### config.mk
export PLATFORM = sky130hd
export DESIGN_NAME = bcd_preset_ctrl
export DESIGN_NICKNAME = d
export VERILOG_FILES = /design/src/rtl/bcd_ctrl_pkg.sv /design/src/rtl/bcd_preset_ctrl_sat_cnt8.sv /design/src/rtl/bcd_preset_ctrl.sv
export SDC_FILE = /design/constraint.sdc
export NUM_CORES = 1
export LEC_CHECK = 0
export BUFFER_PORTS_ARGS = -buffer_cell sky130_fd_sc_hd__clkbuf_2
export CAP_MARGIN = 5
export CORE_UTILIZATION = 45
export DETAILED_ROUTE_END_ITERATION = 12
export GPL_TIMING_DRIVEN = 0
export MAX_ROUTING_LAYER = met4
export PLACE_DENSITY = 0.71
export SYNTH_ARGS = -nofsm -noshare
export SYNTH_HDL_FRONTEND = slang
export SYNTH_SLANG_ARGS = --single-unit
### constraint.sdc
create_clock -name CLK -period 3.1 [get_ports CLK]
set_clock_uncertainty 0.05 [all_clocks]
set_input_delay 0.155 -clock CLK [delete_from_list [all_inputs] [get_ports CLK]]
set_output_delay 0.155 -clock CLK [all_outputs]
set_load 0.005 [all_outputs]
### src/rtl/bcd_ctrl_pkg.sv
// Shared types and constants for the BCD preset counter controller.
// Holds the FSM state encoding and the BCD range limits.
package bcd_ctrl_pkg;

  typedef enum logic [1:0] {
    ST_IDLE   = 2'd0,
    ST_LOAD   = 2'd1,
    ST_VERIFY = 2'd2,
    ST_RUN    = 2'd3
  } ctrl_state_t;

  localparam logic [3:0]  BCD_MAX   = 4'd9;
  localparam logic [3:0]  BCD_MIN   = 4'd0;
  localparam int unsigned PERIODS_W = 8;

  // A preset is usable only if it is a legal BCD digit.
  function automatic logic is_bcd(input logic [3:0] v);
    return (v <= BCD_MAX);
  endfunction

endpackage

### src/rtl/bcd_preset_ctrl_sat_cnt8.sv
// Saturating event counter that holds at all-ones instead of wrapping.
// A clear request takes priority over an increment.
module sat_cnt8
  import bcd_ctrl_pkg::*;
(
  input  logic                 CLK,
  input  logic                 RST,
  input  logic                 clr,
  input  logic                 inc,
  output logic [PERIODS_W-1:0] count
);

  // NOTE: sequential state is updated with non-blocking assignments only, so
  // every register samples the pre-edge value of every other register.
  always_ff @(posedge CLK or posedge RST) begin
    if (RST) begin
      count <= '0;
    end else if (clr) begin
      count <= '0;
    end else if (inc && (count != '1)) begin
      count <= count + PERIODS_W'(1);
    end
  end

endmodule

### src/rtl/bcd_preset_ctrl.sv
// Controller that presets an external BCD up/down counter, verifies the load
// and then runs it, reporting each terminal count.
module bcd_preset_ctrl
  import bcd_ctrl_pkg::*;
(
  input  logic                 CLK,
  input  logic                 RST,
  input  logic                 START,
  input  logic                 STOP,
  input  logic                 DIR,
  input  logic                 REPEAT,
  input  logic [3:0]           PRESET,
  input  logic [3:0]           Q,
  input  logic                 MAX_MIN,
  output logic                 LOAD,
  output logic                 CE,
  output logic                 UP_DOWN,
  output logic                 P0,
  output logic                 P1,
  output logic                 P2,
  output logic                 P3,
  output logic                 BUSY,
  output logic                 DONE,
  output logic [PERIODS_W-1:0] PERIODS,
  output logic                 ERR
);

  ctrl_state_t state;
  logic [3:0]  preset_q;
  logic        repeat_q;
  logic        cnt_clr;
  logic        cnt_inc;

  // The counter expects the preset MSB on P0.
  assign P0 = preset_q[3];
  assign P1 = preset_q[2];
  assign P2 = preset_q[1];
  assign P3 = preset_q[0];

  // NOTE: every signal written in an always_comb gets a default first, so no
  // path leaves it unassigned and no latch is inferred.
  always_comb begin
    cnt_clr = 1'b0;
    cnt_inc = 1'b0;
    if (!STOP) begin
      cnt_clr = (state == ST_IDLE) && START && is_bcd(PRESET);
      cnt_inc = (state == ST_RUN) && MAX_MIN;
    end
  end

  always_ff @(posedge CLK or posedge RST) begin
    if (RST) begin
      state    <= ST_IDLE;
      LOAD     <= 1'b1;
      CE       <= 1'b1;
      UP_DOWN  <= 1'b0;
      BUSY     <= 1'b0;
      DONE     <= 1'b0;
      ERR      <= 1'b0;
      preset_q <= BCD_MIN;
      repeat_q <= 1'b0;
    end else begin
      DONE <= 1'b0;
      if (STOP) begin
        // Abort wins over everything; PERIODS and ERR keep their values.
        state <= ST_IDLE;
        LOAD  <= 1'b1;
        CE    <= 1'b1;
        BUSY  <= 1'b0;
      end else begin
        unique case (state)
          ST_IDLE: begin
            if (START) begin
              if (is_bcd(PRESET)) begin
                preset_q <= PRESET;
                repeat_q <= REPEAT;
                UP_DOWN  <= DIR;
                ERR      <= 1'b0;
                LOAD     <= 1'b0;
                BUSY     <= 1'b1;
                state    <= ST_LOAD;
              end else begin
                ERR <= 1'b1;
              end
            end
          end
          ST_LOAD: begin
            LOAD  <= 1'b1;
            state <= ST_VERIFY;
          end
          ST_VERIFY: begin
            if (Q != preset_q) begin
              ERR   <= 1'b1;
              BUSY  <= 1'b0;
              state <= ST_IDLE;
            end else begin
              CE    <= 1'b0;
              state <= ST_RUN;
            end
          end
          ST_RUN: begin
            if (MAX_MIN) begin
              DONE <= 1'b1;
              if (!repeat_q) begin
                CE    <= 1'b1;
                BUSY  <= 1'b0;
                state <= ST_IDLE;
              end
            end
          end
          default: state <= ST_IDLE;
        endcase
      end
    end
  end

  sat_cnt8 u_periods (
    .CLK   (CLK),
    .RST   (RST),
    .clr   (cnt_clr),
    .inc   (cnt_inc),
    .count (PERIODS)
  );

endmodule

==> results of run 1 <==
==> registers in the layout, summed over array words and instances, names as in the netlist <==
register         flops
BUSY                 1
CE                   1
DONE                 1
ERR                  1
LOAD                 1
UP_DOWN              1
preset_q             4
repeat_q             1
state                2
u_periods.count      8
==> final cells by class <==
type	count	area [sq um]	area share
tap	28	35.0	0.0267
inverter	4	15.0	0.0114
clock buffer	4	26.3	0.0200
timing repair buffer	36	200	0.152
multi-input combinational	77	490	0.373
buffer	2	18.8	0.0143
sequential	21	528	0.402
==> logic make-up after synthesis <==
family,after synthesis
xor+xnor,6
flops,21
buf+inv,6
mux,3
simple gates,45
fa+ha+maj,1
compound gates,22
==> placed cells by master (no fill, tap or decap), types with 2 or more instances in the layout <==
cell type / instances
a21oi_2: 2
clkbuf_2: 32
and2_1: 2
a221o_2: 2
mux2i_1: 3
nand2_1: 23
o21a_1: 2
o21ai_0: 5
dlygate4sd3_1: 4
nand4_1: 2
nor2_1: 7
inv_1: 4
or3_1: 2
xor2_1: 6
dfrtp_1: 19
a21oi_1: 2
dfstp_2: 2
nand3_1: 2
clkbuf_4: 3
==> synth_stat cells (2+ instances only) <==
cell type,count
a21oi_1,2
a21oi_2,2
a221o_2,2
and2_1,2
dfrtp_1,19
dfstp_2,2
inv_1,4
mux2i_1,3
nand2_1,23
nand3_1,2
nand4_1,2
nor2_1,7
o21a_1,2
o21ai_0,5
or3_1,2
xor2_1,6
==> stage by stage <==
| stage | area (sq um) | instances | hold slack [ns] | total power [uW] | util |
|---|---|---|---|---|---|
| floorplan | 1050 | 104 | 0.0800 | 384 | - |
| global placement | 1250 | 164 | 0.267 | 427 | 0.564 |
| CTS | 1310 | 172 | 0.00343 | 563 | 0.594 |
| global route | 1310 | 172 | 0.00997 | 589 | 0.594 |
| detailed placement | 1250 | 164 | 0.269 | 432 | 0.564 |
| finish | 1310 | 172 | 0.00366 | 557 | 0.594 |
==> how the worst max path moves through the flow <==
stage,depth (start not counted),slack (ns),to,start
final,5,1.47,u_periods.count[2],state[0]
after global routing,5,1.29,u_periods.count[2],state[0]
after CTS,5,1.45,u_periods.count[2],state[0]
after detailed placement,5,1.48,u_periods.count[2],state[0]
after global placement,5,1.55,u_periods.count[2],state[0]
after floorplan,5,1.65,u_periods.count[5],u_periods.count[0]
==> timing repair <==
action	4_1_cts	5_1_grt
gates resized for setup	0	0
endpoints found under the hold margin	22	0
setup endpoints to repair	0	0
hold buffers	4	0
==> where the power goes <==
part	switching (uW)	internal, uW	leakage, uW
registers	21.0	301	0.000273
clock network	78.8	50.1	0.0000150
logic	54.1	52.2	0.000379
total	154	403	0.000667
==> routing by layer <==
layer / GRT usage / routed length (um) / up-vias
met5: - / 0 / -
met4: 0.0833 / 16 / 0
met3: 0.0273 / 55 / 2
met2: 0.329 / 1130 / 16
met1: 0.235 / 939 / 439
li1: - / - / 442
==> worst reg2reg max path: stages (launching register included) <==
cell,delay [ns]
dfrtp_1,0.39
buf_4,0.16
nor2_1,0.21
nand4_1,0.39
o211ai_1,0.23
o31ai_1,0.09
==> qor.csv, run 1 <==
stage,metric,value,unit
status,outcome,completed,
clocking,clk buf depth,2,
routing,Total Routed Length,2.14,mm
worst_setup_path,crit-path max FO,9,
die,core area,2210,sq um
worst_setup_path,R2R setup slack,1.47,ns
synthesis,area share of fa/ha/maj cells after synthesis,0.0119,
routing,TritonRoute pass-1 iters,4,
placement,GPL Wtd Cong,0.766,
routing,wire per inst,12.4,um
flow_run,max cap viols,0,
worst_setup_path,Top Family by Delay on Critical Path,simple AND/OR/NAND/NOR gates,
routing,antenna violation net count after detailed routing,0,
clocking,Clock Sink Count,21,
global_route,global-route wire length before repair,3.58,mm
die,Row Count,17,
clocking,setup bufs post-CTS,0,
sta,Final Cycle Share,0.524,
worst_setup_path,Worst setup EP type,flop,
sta,Tmin final,1.63,ns
die,Die Wd,50.4,um
global_route,total global routing overflow,0,
synthesis,Post-Synthesis Cells,104,
synthesis,Yosys top cell area share,0.452,
die,die area,2540,sq um
power,worst IR drop on VDD,0.000237,V
power,Power per Cell Area,424,nW/um^2
layout,final layout net count,161,
synthesis,Synth Area in XOR/XNOR,0.0499,
worst_setup_path,CP Cell Sequence,"buf_4, nor2_1, nand4_1, o211ai_1, o31ai_1",
synthesis,post-synthesis simple-gate area fraction,0.209,
worst_setup_path,crit path buf inv count,1,
min_path,hold_sp,PRESET[2],
layout,Filler Cell Count,218,
placement,DPL Wire Length,1.62,mm
worst_setup_path,Setup crit start kind,flop,
routing,via count,899,
sta,Least-Margin Pin Slew,0.759,ns
sta,setup tns final,0,ns
routing,routed vias/inst,5.23,
synthesis,leading area contributor after synthesis,dfrtp_1,
die,Top-Level Pins,33,
synthesis,mux contribution to synthesized area,0.0285,
routing,remaining routing DRC violations,0,
sta,Achievable Freq,0.615,GHz
worst_setup_path,Crit path largest cell delay,0.39,ns
worst_setup_path,worst r2r path cells,5,
worst_setup_path,type of the worst setup path,flop to flop,
synthesis,"Seq/Total Area, Yosys",0.502,
min_path,Hold Crit Class,primary input to flop,
min_path,Hold Crit Depth,3,
sta,Final Slew Violations,0,
clocking,CTS tree,done,
layout,Antenna Cells,0,
worst_setup_path,Critical-path top delay cell,dfrtp_1,
routing,Starting DRT DRC Count,17,
global_route,initial antenna violation count,0,
worst_setup_path,worst r2r dst,u_periods.count[2],
clocking,worst-skew pair later-pin latency,0.30,ns
synthesis,synth top area cells,"dfrtp_1 (45%), nand2_1 (8.2%), dfstp_2 (5.0%)",
global_route,largest net degree at the start of global routing,22,
clocking,Clock Tree Root,clkbuf_4,
global_route,vias in the first global route,799,
sta,Final Hold Fails,0,
clocking,Num CTS Buffers,3,
synthesis,count of cell types in the netlist,35,
sta,final setup vio count,0,
global_route,GRT Util Overall,0.196,
synthesis,main combinational cell family by area after synthesis,simple AND/OR/NAND/NOR gates,
clocking,Clock Pin Slew Worst Setup and Hold Paths,0.12,ns
sta,Worst Slack Setup Final,1.47,ns
synthesis,synthesized flop and latch total,21,
min_path,Worst Hold End,preset_q[2],
die,Initial Util,0.476,
placement,IO buf count,32,
synthesis,number of flops mapped to enable cells by yosys,0,
synthesis,main flop type after synthesis,dfrtp_1,
synthesis,Post-Syn Nets,120,
sta,RSZ-0062 raised after global routing,no,
layout,layout cell share with drive strength beyond 1,0.340,
worst_setup_path,CP required,3.23,ns
synthesis,yosys synthesis warning count,0,
sta,Slew HR,0.493,
synthesis,Mean Syn Cell Area,10.1,sq um
worst_setup_path,Critical Path AT,1.76,ns
worst_setup_path,Worst R2R Start,state[0],
die,Die Ht,50.4,um
power,P_leak,0.000667,uW
placement,Setup Slack @ Placement,1.48,ns
synthesis,Compound-Gate Fraction of Synth Area,0.166,
synthesis,Async SR Flop Fraction,1.00,
synthesis,Netlist Area Pre-Place,1050,sq um
clocking,htree depth,1,
layout,Layout Area Growth over Synthesis,24.9,%
(Power assumes the default switching activity.)
==> run 2: changes to the inputs <==
--- a/config.mk
+++ b/config.mk
@@ -7,11 +7,11 @@
 export LEC_CHECK = 0
 export BUFFER_PORTS_ARGS = -buffer_cell sky130_fd_sc_hd__clkbuf_2
 export CAP_MARGIN = 5
-export CORE_UTILIZATION = 45
+export CORE_UTILIZATION = 44
 export DETAILED_ROUTE_END_ITERATION = 12
 export GPL_TIMING_DRIVEN = 0
 export MAX_ROUTING_LAYER = met4
-export PLACE_DENSITY = 0.71
+export PLACE_DENSITY = 0.72
 export SYNTH_ARGS = -nofsm -noshare
 export SYNTH_HDL_FRONTEND = slang
 export SYNTH_SLANG_ARGS = --single-unit
==> constraint.sdc (replaced) <==
create_clock -name CLK -period 1.4 [get_ports CLK]
set_clock_uncertainty 0.05 [all_clocks]
set_input_delay 0.07 -clock CLK [delete_from_list [all_inputs] [get_ports CLK]]
set_output_delay 0.07 -clock CLK [all_outputs]
set_load 0.005 [all_outputs]
==> run 2 against run 1 <==
Effect of this change: the run now ends with negative setup slack left; via count increased by 12%; sequential cell count did not move; sequential power rose by 120%; register-to-register slack got worse by 1.6 ns; first-iteration DRC count fell by 5.9%; global-route usage is 2.8 points higher; non-clock buffer count is 19 higher; critical path depth increased by 1; utilization grew 9.1 points; setup slack worse by 1.6 ns; critical endpoint unchanged; largest cell class is now multi-input combinational cells; final cell count is 11% higher; die area increased by 2.2%.
==> qor.csv, run 2 (synthesis gave the netlist of run 1 again) <==
stage,metric,value,unit
placement,DPL Wire Length,1.54,mm
clocking,htree depth,1,
status,failing checks,negative setup slack,
worst_setup_path,crit path buf inv count,2,
placement,DP Cell Count,164,
power,P_leak,0.000757,uW
die,Initial Util,0.471,
worst_setup_path,Top Family by Delay on Critical Path,compound AO/OA/AOI/OAI gates,
layout,most frequent cells in the layout,"clkbuf_2 (32), nand2_1 (22), dfrtp_1 (16)",
die,Row Count,17,
power,Final Power,1320,uW
routing,TritonRoute pass-1 iters,4,
sta,RSZ-0062 raised after global routing,yes,
min_path,hold_sp,STOP,
sta,Least-Margin Pin Slew,0.788,ns
layout,Antenna Cells,0,
worst_setup_path,Critical-path top delay cell,dfrtp_1,
placement,DP Area,1250,sq um
layout,"commonest non-fill, non-tap cell in the layout",clkbuf_2,
power,worst IR drop on VDD,0.000853,V
layout,layout cell share with drive strength beyond 1,0.466,
die,die area,2590,sq um
sta,Final Hold Fails,0,
sta,Final Cycle Share,1.07,
clocking,Clock Sink Count,21,
clocking,Clock Pin Slew Worst Setup and Hold Paths,0.11,ns
layout,Non-Filler Instances,191,
layout,Layout Area Growth over Synthesis,45.4,%
worst_setup_path,R2R setup slack,-0.09,ns
status,outcome,"complete, but fails checks",
worst_setup_path,worst r2r dst,u_periods.count[2],
worst_setup_path,type of the worst setup path,flop to flop,
flow_run,max cap viols,0,
routing,wire per inst,14.0,um
layout,Finished Cell Area,1530,sq um
clocking,Clock Tree Root,clkbuf_4,
sta,Achievable Freq,0.669,GHz
die,Top-Level Pins,33,
power,Power per Cell Area,860,nW/um^2
routing,routed vias/inst,5.29,
global_route,GRT Util Overall,0.224,
global_route,total global routing overflow,0,
worst_setup_path,Worst R2R Start,state[0],
global_route,initial antenna violation count,0,
layout,biggest registers after layout,"u_periods.count x8, preset_q x4, state x2",
worst_setup_path,crit-path max FO,5,
routing,remaining routing DRC violations,0,
worst_setup_path,Worst setup EP type,flop,
sta,Tmin final,1.49,ns
clocking,CTS tree,done,
die,Die Ht,50.9,um
global_route,largest net degree at the start of global routing,22,
worst_setup_path,Crit path largest cell delay,0.37,ns
global_route,vias in the first global route,987,
sta,Worst Slack Setup Final,-0.0940,ns
layout,max reg flops,8,
sta,Slew HR,0.474,
layout,Reg with most FFs,u_periods.count,
worst_setup_path,CP required,1.53,ns
routing,antenna violation net count after detailed routing,0,
routing,via count,1011,
clocking,Num CTS Buffers,3,
min_path,Hold Crit Class,primary input to flop,
worst_setup_path,Crit path depth,6,
clocking,worst-skew pair later-pin latency,0.30,ns
min_path,Hold Crit Depth,2,
routing,Starting DRT DRC Count,16,
placement,GPL Wtd Cong,0.805,
clocking,clk buf depth,2,
worst_setup_path,worst r2r path cells,6,
worst_setup_path,Setup crit start kind,flop,
min_path,Worst Hold End,BUSY,
die,core area,2230,sq um
layout,final layout net count,180,
worst_setup_path,Critical Path AT,1.62,ns
die,Die Wd,50.9,um
worst_setup_path,CP Cell Sequence,"buf_6, and4b_4, buf_4, o21ai_2, o211ai_1, o31ai_1",
sta,final setup vio count,5,
sta,Final Slew Violations,0,
routing,Total Routed Length,2.67,mm
global_route,global-route wire length before repair,4.14,mm
placement,IO buf count,32,
-- run 2: worst register-to-register path, cell delays in order (launching register included) --
cell,delay (ns)
dfrtp_1,0.37
buf_6,0.11
and4b_4,0.25
buf_4,0.14
o21ai_2,0.11
o211ai_1,0.23
o31ai_1,0.13
-- run 2: metal layers --
metal  track usage  vias to the layer above  routed length [um]
met2         0.393                       30                1400
li1              -                      486                   -
met1         0.233                      487                1080
met3        0.0655                        8                 106
met5             -                        -                   0
met4        0.0926                        0                  70
-- run 2: metrics by stage --
stage                      util  worst slack, ns  hold WS [ns]  setup TNS, ns
after floorplan               -           0.0269      -0.00495              0
after global placement    0.562           -0.172         0.188         -0.951
after detailed placement  0.562           -0.188         0.199          -1.20
after CTS                 0.648          -0.0530       -0.0539        -0.0532
after global routing      0.685           -0.157       0.00830         -0.879
final                     0.685          -0.0940        0.0169         -0.252
-- run 2: layout make-up --
class / count / area, sq um
well taps: 28 / 35.0
repair buffers: 55 / 360
inverters: 4 / 15.0
clock buffers: 4 / 26.3
plain buffers: 2 / 22.5
flip-flops and latches: 21 / 532
multi-input cells: 77 / 539
fillers: 185 / 703
-- run 2: power breakdown --
group	leakage (uW)	internal [uW]	switching (uW)
Clock	0.0000150	111	177
Sequential	0.000268	667	41.6
Combinational	0.000475	166	154
Total	0.000757	944	372
-- run 2: worst max-delay path by stage --
| stage | slack, ns | endpoint | from |
|---|---|---|---|
| after global placement | -0.17 | u_periods.count[2] | state[0] |
| after global routing | -0.16 | u_periods.count[2] | state[0] |
| after CTS | -0.05 | u_periods.count[7] | state[0] |
| after floorplan | 0.03 | CE | preset_q[1] |
| final | -0.09 | u_periods.count[2] | state[0] |
| after detailed placement | -0.19 | u_periods.count[2] | state[0] |
-- run 2: what timing repair did --
action	4_1_cts	5_1_grt
hold buffers	7	1
pin swaps	6	7
endpoints found under the setup margin	16	17
buffers inserted	11	4
gates resized for setup	4	12
endpoints found under the hold margin	27	1
